**src/rtl/fifo_pkg.sv**
```systemverilog
// Shared FIFO helpers: constant log2, count-width sizing and parameter legality.
package fifo_pkg;

    function automatic int unsigned clog2(input int unsigned v);
        int unsigned r;
        r = 0;
        for (int i = 0; i < 32; i++) begin
            if ((64'd1 << i) < 64'(v)) begin
                r = i + 1;
            end
        end
        return r;
    endfunction

    // Occupancy must represent 0..DEPTH inclusive, hence one extra bit.
    function automatic int unsigned cnt_w(input int unsigned depth);
        return clog2(depth) + 1;
    endfunction

    function automatic bit fifo_params_ok(input int unsigned depth,
                                          input int unsigned af_lvl,
                                          input int unsigned ae_lvl);
        return (depth >= 2) && ((depth & (depth - 1)) == 0) &&
               (af_lvl >= 1) && (af_lvl <= depth) && (ae_lvl <= depth - 1);
    endfunction

endpackage

```
**src/rtl/fifo_ptr.sv**
```systemverilog
// Wrapping FIFO pointer with async reset; clear takes priority over increment.
module fifo_ptr #(
    parameter int unsigned W = 4
) (
    input  logic         clk,
    input  logic         reset,
    input  logic         inc_i,
    input  logic         clr_i,
    output logic [W-1:0] ptr_o
);

    logic [W-1:0] ptr_d, ptr_q;

    always_comb begin
        ptr_d = ptr_q;
        if (clr_i) begin
            ptr_d = '0;
        end else if (inc_i) begin
            ptr_d = ptr_q + W'(1);
        end
    end

    always_ff @(posedge clk or posedge reset) begin
        if (reset) begin
            ptr_q <= '0;
        end else begin
            ptr_q <= ptr_d;
        end
    end

    assign ptr_o = ptr_q;

endmodule

```
**src/rtl/sync_fifo_param.sv**
```systemverilog
// Parametrised single-clock FIFO with occupancy, almost flags, flush and sticky errors.
module sync_fifo_param
    import fifo_pkg::*;
#(
    parameter int unsigned DATA_W = 8,
    parameter int unsigned DEPTH  = 8,
    parameter int unsigned AF_LVL = 6,
    parameter int unsigned AE_LVL = 2
) (
    input  logic                     clk,
    input  logic                     reset,
    input  logic [DATA_W-1:0]        io_din,
    input  logic                     io_push,
    input  logic                     io_pop,
    input  logic                     io_flush,
    output logic [DATA_W-1:0]        io_dout,
    output logic                     io_empty,
    output logic                     io_full,
    output logic                     io_almost_full,
    output logic                     io_almost_empty,
    output logic [cnt_w(DEPTH)-1:0]  io_count,
    output logic                     io_overflow,
    output logic                     io_underflow
);

    localparam int unsigned ADDR_W = clog2(DEPTH);
    localparam int unsigned CNT_W  = cnt_w(DEPTH);

    if (!fifo_params_ok(DEPTH, AF_LVL, AE_LVL)) begin : g_param_check
        $error("sync_fifo_param: illegal DEPTH/AF_LVL/AE_LVL combination");
    end

    logic [ADDR_W:0]     wr_ptr, rd_ptr;
    logic [ADDR_W-1:0]   wr_idx, rd_idx;
    logic                push_ok, pop_ok;
    logic                overflow_d, overflow_q;
    logic                underflow_d, underflow_q;
    logic [DATA_W-1:0]   mem_q [DEPTH];

    assign wr_idx = wr_ptr[ADDR_W-1:0];
    assign rd_idx = rd_ptr[ADDR_W-1:0];

    assign io_empty = (wr_ptr == rd_ptr);
    assign io_full  = (wr_ptr[ADDR_W] != rd_ptr[ADDR_W]) && (wr_idx == rd_idx);
    assign io_count = wr_ptr - rd_ptr;

    assign io_almost_full  = (io_count >= CNT_W'(AF_LVL));
    assign io_almost_empty = (io_count <= CNT_W'(AE_LVL));

    // A pop frees the head slot, so a push may proceed while full in the same cycle.
    assign pop_ok  = io_pop & ~io_flush & ~io_empty;
    assign push_ok = io_push & ~io_flush & (~io_full | pop_ok);

    fifo_ptr #(
        .W (ADDR_W + 1)
    ) u_wr_ptr (
        .clk   (clk),
        .reset (reset),
        .inc_i (push_ok),
        .clr_i (io_flush),
        .ptr_o (wr_ptr)
    );

    fifo_ptr #(
        .W (ADDR_W + 1)
    ) u_rd_ptr (
        .clk   (clk),
        .reset (reset),
        .inc_i (pop_ok),
        .clr_i (io_flush),
        .ptr_o (rd_ptr)
    );

    always_comb begin
        overflow_d  = overflow_q | (io_push & ~push_ok);
        underflow_d = underflow_q | (io_pop & ~pop_ok);
        if (io_flush) begin
            overflow_d  = 1'b0;
            underflow_d = 1'b0;
        end
    end

    always_ff @(posedge clk or posedge reset) begin
        if (reset) begin
            overflow_q  <= 1'b0;
            underflow_q <= 1'b0;
        end else begin
            overflow_q  <= overflow_d;
            underflow_q <= underflow_d;
        end
    end

    // Storage is deliberately not reset.
    always_ff @(posedge clk) begin
        if (push_ok) begin
            mem_q[wr_idx] <= io_din;
        end
    end

    assign io_dout      = mem_q[rd_idx];
    assign io_overflow  = overflow_q;
    assign io_underflow = underflow_q;

endmodule

```
**config.mk**
```make
export PLATFORM = sky130hd
export DESIGN_NAME = sync_fifo_param
export DESIGN_NICKNAME = d
export VERILOG_FILES = /design/src/rtl/fifo_pkg.sv /design/src/rtl/fifo_ptr.sv /design/src/rtl/sync_fifo_param.sv
export SDC_FILE = /design/constraint.sdc
export NUM_CORES = 1
export LEC_CHECK = 0
export CAP_MARGIN = 20
export CORE_UTILIZATION = 55
export CTS_BUF_LIST = sky130_fd_sc_hd__clkbuf_4
export DETAILED_ROUTE_END_ITERATION = 10
export HOLD_SLACK_MARGIN = 0.1
export PLACE_DENSITY = 0.77
export RECOVER_POWER = 100
export SLEW_MARGIN = 20
export SYNTH_ARGS = -nofsm -noshare
export SYNTH_HDL_FRONTEND = slang
export SYNTH_SLANG_ARGS = --single-unit
```
**constraint.sdc**
```tcl
create_clock -name clk -period 8.05 [get_ports clk]
set_input_delay 0.805 -clock clk [delete_from_list [all_inputs] [get_ports clk]]
set_output_delay 0.805 -clock clk [all_outputs]
set_load 0.1 [all_outputs]
```
[Word level (Yosys, flattened, before mapping)]
Memories as Yosys holds them, arrays and structs flattened.
Cells that the tools add are included.
Widths: inputs -> output; s select.
Word-level totals
  bits in registers: 10
  memories kept: 1
  output and inout port bits: 18
  memory bits (writable): 64
  input bits: 13
Memories
  mem_q: depth 8, width 8, read ports 1, clocked after memory_dff 0, wr ports 1, line sync_fifo_param.sv:38  | logic [DATA_W-1:0] mem_q [DEPTH];
Operators by class
  $lt $le $gt $ge: 2
  equal/unequal tests: 3
  bitwise operators: 14
  add/sub/neg operators: 3
  muxes and demuxes: 8
  reductions and logical operators: 3
Operators by type and width (number)
  $mux 4: 4
  $add 4x1->4 const B: 2
  $and 1x1->1: 6
  $not 1->1: 5
  $eq 4x4->1: 1
  $ge 4x3->1 const B: 1
  $le 4x2->1 const B: 1
  $mux 1: 4
  $reduce_bool 2->1: 2
  $sub 4x4->4: 1
  $eq 3x3->1: 1
  $or 1x1->1: 3
  $logic_and 1x1->1: 1
  $ne 1x1->1: 1

[Depth between registers and ports, before layout]
Gate-level depths: netlist (run 1).
  depth after elaboration: 9
  depth in mapped cells: 7

[By module]
A second synthesis (run 1) with hierarchy kept.
Second synthesis, totals
  cell total of the unflattened synthesis: 194
  area, all modules: 3181.8 µm²
By module, submodules not included
  sync_fifo_param: times used 1, cells an instance 160, seq. area each 1971.9 µm², area an instance 2788.9 µm²
  fifo_ptr: times used 2, cells an instance 17, seq. area each 100.1 µm², area an instance 196.4 µm²

[Least setup slack after synthesis (run 1)]
No wires, ideal clock.
  path type: register -> output
  from: reg u_rd_ptr.ptr_q[2], in the netlist u_rd_ptr.ptr_o[2]
  to: out io_almost_full
  data required time: 7245 ps
  buffers on the path: 1
  arrival: 3932 ps
  setup slack: 3313 ps
  cell stages (with the launch flop): 7
  cells stage by stage: dfrtp_1 buf_2 clkinv_1 ha_1 xnor2_1 nand2_1 o21ai_0
Between the ends
  longest elaborated chain between the ends: 2
Ends and longest elaborated chain
  start: declaration: line fifo_ptr.sv:12  | logic [W-1:0] ptr_d, ptr_q;
  start signal: assignment: line fifo_ptr.sv:27  | ptr_q <= ptr_d;
  $sub 4x4->4: line sync_fifo_param.sv:45  | assign io_count = wr_ptr - rd_ptr;
  net io_count[2]: line sync_fifo_param.sv:21  | output logic [cnt_w(DEPTH)-1:0] io_count,
  $ge 4x3->1: line sync_fifo_param.sv:47  | assign io_almost_full = (io_count >= CNT_W'(AF_LVL));
  end: declaration: line sync_fifo_param.sv:19  | output logic io_almost_full,
The timed path passes the listed nets, and every way through them passes these cells.

[Worst setup path after layout (run 1)]
  from: reg u_rd_ptr.ptr_q[2], in the netlist u_rd_ptr.ptr_o[2]
  to: out io_almost_empty
Between the ends
  longest elaborated chain between the ends: 2
Ends and longest elaborated chain
  $sub 4x4->4: line sync_fifo_param.sv:45
  $le 4x2->1: line sync_fifo_param.sv:48  | assign io_almost_empty = (io_count <= CNT_W'(AE_LVL));
  end: declaration: line sync_fifo_param.sv:20  | output logic io_almost_empty,
No other way between the ends.

==> summary.md, run 1 <==
| Metric | Value |
|---|---|
| Outcome | finished with violations |
| Violated checks | max-capacitance violations, max-slew violations |
| Initial antenna violation count | 0 |
| Inserted Clock Buffers | 9 |
| Worst Path Required | 7.24 ns |
| Max rail drop VDD | 212 µV |
| Storage cell area | 2170 µm² |
| Period minus WS final | 4.44 ns |
| Maximum root-to-sink buffer count | 2 |
| Hold path cells | 2 |
| WHS Endpoint | io_overflow$_DFF_PP0_ |
| Postcts setup bufs | 0 |
| Worst-Skew Late Latency | 0.42 ns |
| PostCTS Resize Cnt | 0 |
| Post-Route WL | 5.76 mm |
| Die width | 78.3 µm |
| Pwr Total | 0.974 mW |
| Syn. warnings | 0 |
| First-pass GRT wire length | 9.20 mm |
| Vias per cell | 5.72 |
| Slew at the pin closest to its max-slew limit | 1.80 ns |
| Top post-synthesis cells by area | edfxtp_1 60%, mux4_2 11%, dfrtp_1 7.8% |
| Setup slack, reg-to-reg | 4.22 ns |
| Die Y | 78.3 µm |
| Final critical-path share of the clock period | 55.2% |
| Critical Path AT | 3.64 ns |
| Crit path cell chain | clkinv_1 -> ha_1 -> a21oi_1 -> and3_1 -> o21a_1 -> dlygate4sd3_1 |
| GRT Util Overall | 21.6% |
| Setup violators final | 0 |
| Count of cell types in the netlist | 38 |
| Placer congestion estimate | 0.763 |
| HP Class | register to register |
| Crit path max fanout | 11 |
| Most repeated cell in the gate-level netlist after synthesis | edfxtp_1 |
| Fillers | 399 |
| Nets@finish | 261 |
| Fin cells | 319 |
| Pre-CTS WS | 4.12 ns |
| Yosys reg bits | 74 |
| Top delay family on crit path | buffers and inverters |
| Worst r2r path cells | 5 |
| Mapped Area | 3200 µm² |
| Max incr delay on CP | 1.19 ns |
| Final Skew | 0.0187 ns |
| Post-synthesis async set-or-reset flop share | 13.5% |
| Slew Limit Fails | 27 |
| Vias in the first global route | 1843 |
| Worst flop-to-flop path endpoint | mem_q[3][0]$_DFFE_PP_ |
| Power density over cell area | 264 nW/µm² |
| MaxCap Viol Count | 3 |
| Residual DRC count | 0 |
| DP Cell Count | 303 |
| Slowest cell on crit path | dlygate4sd3_1 |
| Seq/Total Area, Yosys | 67.9% |
| DR iter-0 viols | 145 |
| CTS tree | built |
| Startpoint types | register |
| # diodes | 0 |
| Placeable Area | 5540 µm² |
| Drt wl/cell | 18.0 µm |
| Commonest cells post-synth | 64 x edfxtp_1, 31 x nand2_1, 16 x mux4_2 |
| CP Buf/Inv Count | 2 |
| CTS sink count | 74 |
| Num ports | 31 |
| RSZ-0062 raised after global routing | no |
| Ratio of cells with drive above 1 in the final layout | 14.6% |
| Setup TNS | 0 ns |
| Row cnt | 27 |
| Die area | 6130 µm² |
| H-tree lvl count | 3 |
| Final Hold Viols | 0 |
| CTS root buf | clkbuf_4 |
| CP endpoint kind | output pin |
| Peak Freq | 225 MHz |
| Max transition margin | -20.8% |
| Hold path startpoint | io_overflow$_DFF_PP0_ |
| Leak pwr | 1.31 nW |
| Post-synth EDFFs | 64 |
| Clock slew at reported path FFs | 0.11 ns |
| RR Startpoint | u_rd_ptr.ptr_o[2]$_DFFE_PP0P_ |
| Most used DFF post-synth | edfxtp_1 |
| Largest net degree at the start of global routing | 22 |
| Syn avg cell area | 15.8 µm² |
| Area of the multi-input gates | 931 µm² |
| Final core occ | 66.6% |
| Share of the synthesized area in the top cell type | 60.1% |
| Syn Nets | 221 |
| Critical Path Start | u_rd_ptr.ptr_o[2]$_DFFE_PP0P_ |
| Layout area overhead | 15.3% |
| Kind of critical path | register to output pin |
| GRT overflow | 0 |
| Antenna viol nets, final | 0 |
| Via Count | 1824 |
| Initial Util | 57.7% |
| HPWL Detailed | 3.81 mm |
| Detailed Routing Iterations Pass 1 | 4 |
| Worst setup margin | 3.61 ns |
| Mapped Cells | 202 |
| Area leader, netlist | edfxtp_1 |
| Hold bufs inserted after CTS | 0 |
| IO buf count | 30 |
==> registers in the layout (all words and copies together) (netlist names) <==
name	count
u_rd_ptr.ptr_o	4
io_underflow	1
io_overflow	1
u_wr_ptr.ptr_o	4
mem_q	64
==> cells by family (layout without fill, tap and decap cells) <==
group / count (synthesis) / after routing / share of synthesized area, %
compound gates: 15 / 15 / 3.17
xor+xnor: 3 / 3 / 1.06
fa+ha+maj: 6 / 6 / 2.58
buf+inv: 16 / 61 / 2.58
flops: 74 / 74 / 67.9
mux: 22 / 22 / 13.3
simple gates: 66 / 66 / 9.43
==> placed cells by master, fill, tap and decap left out, types with 2 or more instances in the layout <==
cell type and instances:
edfxtp_1 64, nand2_1 31, dlygate4sd3_1 27, mux4_2 16
nor2_1 12, clkbuf_4 11, dfrtp_1 10, inv_1 9
nor3_1 7, a21oi_1 6, ha_1 5, nand3_1 4
clkbuf_1 4, clkinv_1 3, mux2_2 3, a31oi_1 3
clkdlybuf4s50_1 3, xnor2_1 2, and3_1 2, nand4_1 2
or3_1 2, nor4_1 2, mux2i_1 2
==> power breakdown <==
part           internal (mW)  switching (mW)
registers              0.425         0.00773
logic                 0.0817           0.236
clock network          0.101           0.123
==> area by class of cell <==
type	count	share of cell area (%)
clock buffers	11	2.24
inverters	10	1.02
flip-flops and latches	74	58.9
well taps	72	2.44
clock inverters	5	1.46
multi-input cells	112	25.2
repair buffers	35	8.75
==> layer usage <==
metal  share of wire (%)  up-vias  track usage [%]
met5                   0        -                0
li1                    -      853                -
met2                  50       53             33.8
met3                 6.8       15             7.44
met1                  41      903             27.6
met4                 2.0        0             9.44
==> worst max-delay path by stage <==
stage	endpoint	slack, ns	depth (start not counted)
2_1_floorplan	io_almost_full	3.31	6
3_3_place_gp	io_almost_full	4.19	6
3_5_place_dp	io_almost_empty	4.12	6
4_1_cts	io_almost_empty	3.64	6
5_1_grt	io_almost_full	3.40	6
6_report	io_almost_empty	3.61	6
==> tightest hold or removal path, cell delays in order, from the launching register on <==
cell,delay [ns]
dfrtp_1,0.35
a31oi_1,0.04
nor2_1,0.08
==> stage by stage <==
stage,hold slack (ns),cell area (µm²)
6_report,0.515,3690
5_1_grt,0.544,3690
4_1_cts,0.523,3750
3_5_place_dp,0.498,3610
3_3_place_gp,0.479,3610
2_1_floorplan,0.588,3200
No activity file was read; power rests on OpenSTA's default activity.
==> run 2, diff against run 1 <==
Clock period 8.05 ns to 4.56 ns, I/O delays scaled along.
==> run 2 against run 1 <==
The run ends with max-capacitance violations left. Global-route usage grew 1.0 points. Sequential share of layout area grew 0.50 points. Die area is the same. Final cell count grew 0.63%. Power grew 75%. Routed wire length grew 6.7%. Register-to-register slack lost 3.1 ns. Non-clock buffer count grew 2. Combinational power grew 69%.
==> summary.md, run 2 (synthesis gave the netlist of run 1 again) <==
| Metric | Value |
|---|---|
| Fin cells | 321 (+0.63%) |
| Logic gate share of total power | 31.5% (-1.1 points) |
| Slew Limit Fails | 0 (-100%) |
| Routed wl met3 | 389 µm (-0.77%) |
| DP Cell Count | 305 (+0.66%) |
| Most frequent cells in the layout | 64 x edfxtp_1, 31 x nand2_1, 20 x dlygate4sd3_1, 16 x mux4_2, 13 x clkbuf_1 |
| Placeable Area | 5540 µm² (unchanged) |
| Reg power frac | 45.4% (+1.0 points) |
| Antenna viol nets, final | 0 (unchanged) |
| GRT overflow | 0 (unchanged) |
| Critical Path AT | 3.29 ns (-0.35 ns) |
| Worst Path Required | 4.10 ns (-3.14 ns) |
| CTS root buf | clkbuf_4 |
| Setup slack, reg-to-reg | 1.09 ns (-3.13 ns) |
| Max rail drop VDD | 440 µV (+110%) |
| Max layer used | met4 |
| Vias per cell | 5.76 (+0.74%) |
| Die Y | 78.3 µm (unchanged) |
| Critical Path Start | u_rd_ptr.ptr_o[2]$_DFFE_PP0P_ |
| Worst flop-to-flop path endpoint | mem_q[0][0]$_DFFE_PP_ |
| IO buf count | 30 (unchanged) |
| Final Skew | 0.0125 ns (-0.00617 ns) |
| Hold bufs inserted after CTS | 0 (unchanged) |
| CTS sink count | 74 (unchanged) |
| Final instance area | 3660 µm² (-0.85%) |
| MaxCap Viol Count | 1 (-2) |
| Leak pwr | 1.28 nW (-2.1%) |
| Post-Route WL | 6.14 mm (+6.7%) |
| Worst setup margin | 0.819 ns (-2.79 ns) |
| GRT Util Overall | 22.6% (+1.0 points) |
| Wire length on met1 | 2.59 mm (+9.2%) |
| Worst r2r path cells | 5 (unchanged) |
| CP endpoint kind | output pin |
| Final Hold Viols | 0 (unchanged) |
| Crit path max fanout | 11 (unchanged) |
| Final critical-path share of the clock period | 82.0% |
| Postcts setup bufs | 0 (unchanged) |
| Nets@finish | 263 (+0.77%) |
| HPWL Detailed | 4.08 mm (+6.8%) |
| Crit path to | io_almost_full |
| Pwr Total | 1.70 mW (+75%) |
| Ratio of cells with drive above 1 in the final layout | 14.9% (+0.28 points) |
| Detailed Routing Iterations Pass 1 | 4 (unchanged) |
| H-tree lvl count | 3 (unchanged) |
| Met2 wire len | 3.08 mm (+7.1%) |
| Initial antenna violation count | 0 (unchanged) |
| Most flops, register | mem_q |
| Commonest non-fill, non-tap cell in the layout | edfxtp_1 |
| # diodes | 0 (unchanged) |
| Die width | 78.3 µm (unchanged) |
| Setup violators final | 0 (unchanged) |
| DR iter-0 viols | 145 (unchanged) |
| Sw frac | 38.9% (+1.2 points) |
| Slew at the pin closest to its max-slew limit | 1.48 ns (-0.320 ns) |
| Power density over cell area | 466 nW/µm² (+77%) |
| Setup TNS | 0 ns (unchanged) |
| Worst-Skew Late Latency | 0.40 ns (-0.02 ns) |
| Internal power | 1.04 mW (+72%) |
| Period minus WS final | 3.74 ns |
| Via Count | 1849 (+1.4%) |
| Outcome | finished with violations |
| HP Class | primary input to asynchronous set/reset pin |
| Inserted Clock Buffers | 9 (unchanged) |
| CTS tree | built |
| Maximum root-to-sink buffer count | 2 (unchanged) |
| Startpoint types | register |
| Largest net degree at the start of global routing | 21 (-4.5%) |
| Switching power | 0.662 mW (+81%) |
| Kind of critical path | register to output pin |
| Die area | 6130 µm² (unchanged) |
| Pre-CTS WS | 1.38 ns (-2.74 ns) |
| Peak Freq | 267 MHz |
| Violated checks | max-capacitance violations |
| Max transition margin | 0.899% (+22 points) |
| Num ports | 31 (unchanged) |
| Layout area overhead | 14.4% |
| Vias in the first global route | 1938 (+5.2%) |
| Number of flip-flops in the largest register | 64 (unchanged) |
| Placer congestion estimate | 0.799 (+4.7%) |
| Clock power share | 23.2% (+0.2 points) |
| Post-placement cell area | 3600 µm² (-0.21%) |
| Row cnt | 27 (unchanged) |
| PostCTS Resize Cnt | 0 (unchanged) |
| RSZ-0062 raised after global routing | no |
| Residual DRC count | 0 (unchanged) |
| Drt wl/cell | 19.1 µm (+6.0%) |
| First-pass GRT wire length | 9.80 mm (+6.5%) |
| RR Startpoint | u_rd_ptr.ptr_o[2]$_DFFE_PP0P_ |
| Initial Util | 57.7% (unchanged) |
| Clock slew at reported path FFs | 0.12 ns (about the same) |
## run 2: cell types whose count changed in the layout (fill, tap and decap cells not counted)
| cell | before | now |
|---|---|---|
| clkbuf_1 | 4 | 13 |
| clkbuf_4 | 11 | 9 |
| clkinv_2 | 0 | 1 |
| dlygate4sd3_1 | 27 | 20 |
| inv_6 | 1 | 2 |
| nor4_1 | 2 | 1 |
| nor4_2 | 0 | 1 |
## run 2: metal layers
layer	up-vias	global-route usage (%)
met5	-	0
met4	0	11.5
met3	9	4.65
met2	64	35.0
met1	913	30.7
li1	863	-
## run 2: how the worst min path moves through the flow
stage / slack [ns] / to / cells after the start / startpoint
6_report: 0.47 / io_overflow$_DFF_PP0_ / 2 / reset
5_1_grt: 0.49 / u_rd_ptr.ptr_o[2]$_DFFE_PP0P_ / 2 / reset
4_1_cts: 0.32 / io_overflow$_DFF_PP0_ / 2 / reset
3_5_place_dp: 0.50 / io_underflow$_DFF_PP0_ / 2 / io_underflow$_DFF_PP0_
3_3_place_gp: 0.49 / io_overflow$_DFF_PP0_ / 2 / io_overflow$_DFF_PP0_
2_1_floorplan: 0.30 / io_overflow$_DFF_PP0_ / 1 / reset
## run 2: final cells by class
cell class / count / area, µm²
inverters: 10 / 37.5
repair buffers: 37 / 287
multi-input cells: 112 / 937
fillers: 403 / 1880
flip-flops and latches: 74 / 2170
clock buffers: 9 / 67.6
well taps: 72 / 90.1
clock inverters: 7 / 67.6
## run 2: critical path, cell delays in order, from the launching register on
cell      delay (ns)
dfrtp_1         0.58
clkinv_1        0.40
ha_1            0.49
a21oi_1         0.21
a21oi_1         0.12
o21ai_0         0.20
clkbuf_1        0.88
## run 2: metrics by stage
stage               hold WS (ns)  utilization (%)
floorplan                  0.296                -
global placement           0.488             65.0
detailed placement         0.504             65.0
CTS                        0.321             67.5
global route               0.490             66.0
finish                     0.469             66.0
## run 2: power groups by stage
stage	logic [mW]	clock network (mW)	registers, mW
5_1_grt	0.561	0.432	0.777
3_5_place_dp	0.571	0	0.789
2_1_floorplan	0.460	0	0.784
4_1_cts	0.571	0.405	0.774
6_report	0.537	0.395	0.773
3_3_place_gp	0.566	0	0.788
==> run 3, diff against run 2 <==
Clock period 4.56 ns to 3.6 ns, I/O delays scaled along.
==> run 3 against run 2 <==
The run now ends clean. Count of clock-buffer cells in the layout did not move. Hold slack worse by 0.11 ns. Cell area barely moved. Power grew 32%. Clock power grew 48%. Via count is 0.81% lower. Setup slack worse by 0.27 ns. Sequential share of layout area hardly changed. Die area unchanged. Clock skew is 0.0059 ns higher.
==> summary.md, run 3 (synthesis gave the netlist of run 1 again) <==
| Metric | Value |
|---|---|
| RSZ-0062 raised after global routing | no |
| Power density over cell area | 613 nW/µm² (+32%) |
| Final Hold Viols | 0 (unchanged) |
| Final hold slack | 0.362 ns (-0.108 ns) |
| MaxCap Viol Count | 0 (-1) |
| Detailed Routing Iterations Pass 1 | 4 (unchanged) |
| Leak pwr | 1.32 nW (+3.0%) |
| Most flops, register | mem_q |
| Initial antenna violation count | 0 (unchanged) |
| Ratio of cells with drive above 1 in the final layout | 22.9% (+8.0 points) |
| H-tree lvl count | 3 (unchanged) |
| Final instance area | 3660 µm² (about the same) |
| Setup slack, reg-to-reg | 0.59 ns (-0.50 ns) |
| Period minus WS final | 3.05 ns |
| CP endpoint kind | output pin |
| Placer congestion estimate | 0.831 (+4.0%) |
| Final critical-path share of the clock period | 84.7% |
| Maximum root-to-sink buffer count | 2 (unchanged) |
| Max rail drop VDD | 432 µV (-1.7%) |
| Most frequent cells in the layout | 64 x edfxtp_1, 31 x nand2_1, 16 x mux4_2, 12 x nor2_1, 12 x clkbuf_2 |
| Worst Path Required | 3.24 ns (-0.86 ns) |
| Pre-CTS WS | 0.688 ns (-0.691 ns) |
| Largest net degree at the start of global routing | 21 (unchanged) |
| Slew at the pin closest to its max-slew limit | 1.31 ns (-0.170 ns) |
| Die Y | 78.3 µm (unchanged) |
| Num ports | 31 (unchanged) |
| First-pass GRT wire length | 9.47 mm (-3.4%) |
| Nets@finish | 259 (-1.5%) |
| Hold bufs inserted after CTS | 0 (unchanged) |
| PostCTS Resize Cnt | 0 (unchanged) |
| GRT overflow | 0 (unchanged) |
| Clock slew at reported path FFs | 0.12 ns (about the same) |
| HPWL Detailed | 4.18 mm (+2.5%) |
| Residual DRC count | 0 (unchanged) |
| Layout area overhead | 14.4% (about the same) |
| CTS tree | built |
| # diodes | 0 (unchanged) |
| Number of flip-flops in the largest register | 64 (unchanged) |
| Die area | 6130 µm² (unchanged) |
| DR iter-0 viols | 139 (-4.1%) |
| Postcts setup bufs | 0 (unchanged) |
| Final core occ | 66.1% (about the same) |
| Via Count | 1834 (-0.81%) |
| Critical Path Start | u_wr_ptr.ptr_o[0]$_DFFE_PP0P_ |
| Placeable Area | 5540 µm² (unchanged) |
| RR Startpoint | u_rd_ptr.ptr_o[2]$_DFFE_PP0P_ |
| Post-placement cell area | 3560 µm² (-1.1%) |
| Crit path max fanout | 6 (-5) |
| Die width | 78.3 µm (unchanged) |
| Vias per cell | 5.79 (+0.44%) |
| Peak Freq | 328 MHz |
| CTS sink count | 74 (unchanged) |
| Startpoint types | register |
| Slew Limit Fails | 0 (unchanged) |
| IO buf count | 30 (unchanged) |
| CTS root buf | clkbuf_4 |
| Initial Util | 57.7% (unchanged) |
| Critical Path AT | 2.69 ns (-0.60 ns) |
| GRT Util Overall | 21.7% (-0.94 points) |
| Worst-Skew Late Latency | 0.41 ns (about the same) |
| Row cnt | 27 (unchanged) |
| Final Skew | 0.0184 ns (+0.00588 ns) |
| Commonest non-fill, non-tap cell in the layout | edfxtp_1 |
| Drt wl/cell | 18.6 µm (-2.8%) |
| Inserted Clock Buffers | 9 (unchanged) |
| Outcome | complete, no violations |
| Vias in the first global route | 1754 (-9.5%) |
| Post-Route WL | 5.90 mm (-4.0%) |
| Kind of critical path | register to output pin |
| Antenna viol nets, final | 0 (unchanged) |
| HP Class | primary input to asynchronous set/reset pin |
| Setup TNS | 0 ns (unchanged) |
| Worst setup margin | 0.551 ns (-0.268 ns) |
| Max transition margin | 12.3% (+11 points) |
| Setup violators final | 0 (unchanged) |
-- run 3: power by group --
part / internal [mW] / switching [mW]
clock: 0.287 / 0.298
combinational: 0.154 / 0.546
sequential: 0.951 / 0.00925
total: 1.39 / 0.854
-- run 3: layer usage --
layer | global-route usage, % | share of wire, % | vias up
li1 | - | - | 851
met1 | 33.6 | 49 | 917
met2 | 30.4 | 45 | 58
met3 | 3.84 | 4.2 | 8
met4 | 9.44 | 1.6 | 0
met5 | 0 | 0 | -
-- run 3: stage by stage --
step                      cells  power [mW]
after floorplan             202        1.58
after global routing        317        2.32
after CTS                   317        2.30
final                       317        2.24
after global placement      301        1.72
after detailed placement    301        1.72
-- run 3: worst max-delay path: stages (launching register included) --
cell and delay, ns:
dfrtp_1 0.43, inv_1 0.11, ha_1 0.23, fa_1 0.42, xnor2_2 0.21, clkbuf_1 0.88
-- run 3: layout make-up --
cell class                 instances  area [µm²]
clock buffer                       9        67.6
fill                             420        1880
clock inverter                     7         100
tap                               72        90.1
inverter                          10        37.5
sequential                        74        2170
timing repair buffer              33         241
multi-input combinational        112         951
-- run 3: final timing paths --
path	endpoint	depth (start not counted)
hold reg to reg	io_underflow$_DFF_PP0_	2
setup reg to reg	mem_q[5][4]$_DFFE_PP_	5
hold / removal	u_rd_ptr.ptr_o[3]$_DFFE_PP0P_	2
min in group clk	io_underflow$_DFF_PP0_	2
setup / recovery	io_count[2]	5
max in group asynchronous	u_rd_ptr.ptr_o[0]$_DFFE_PP0P_	2
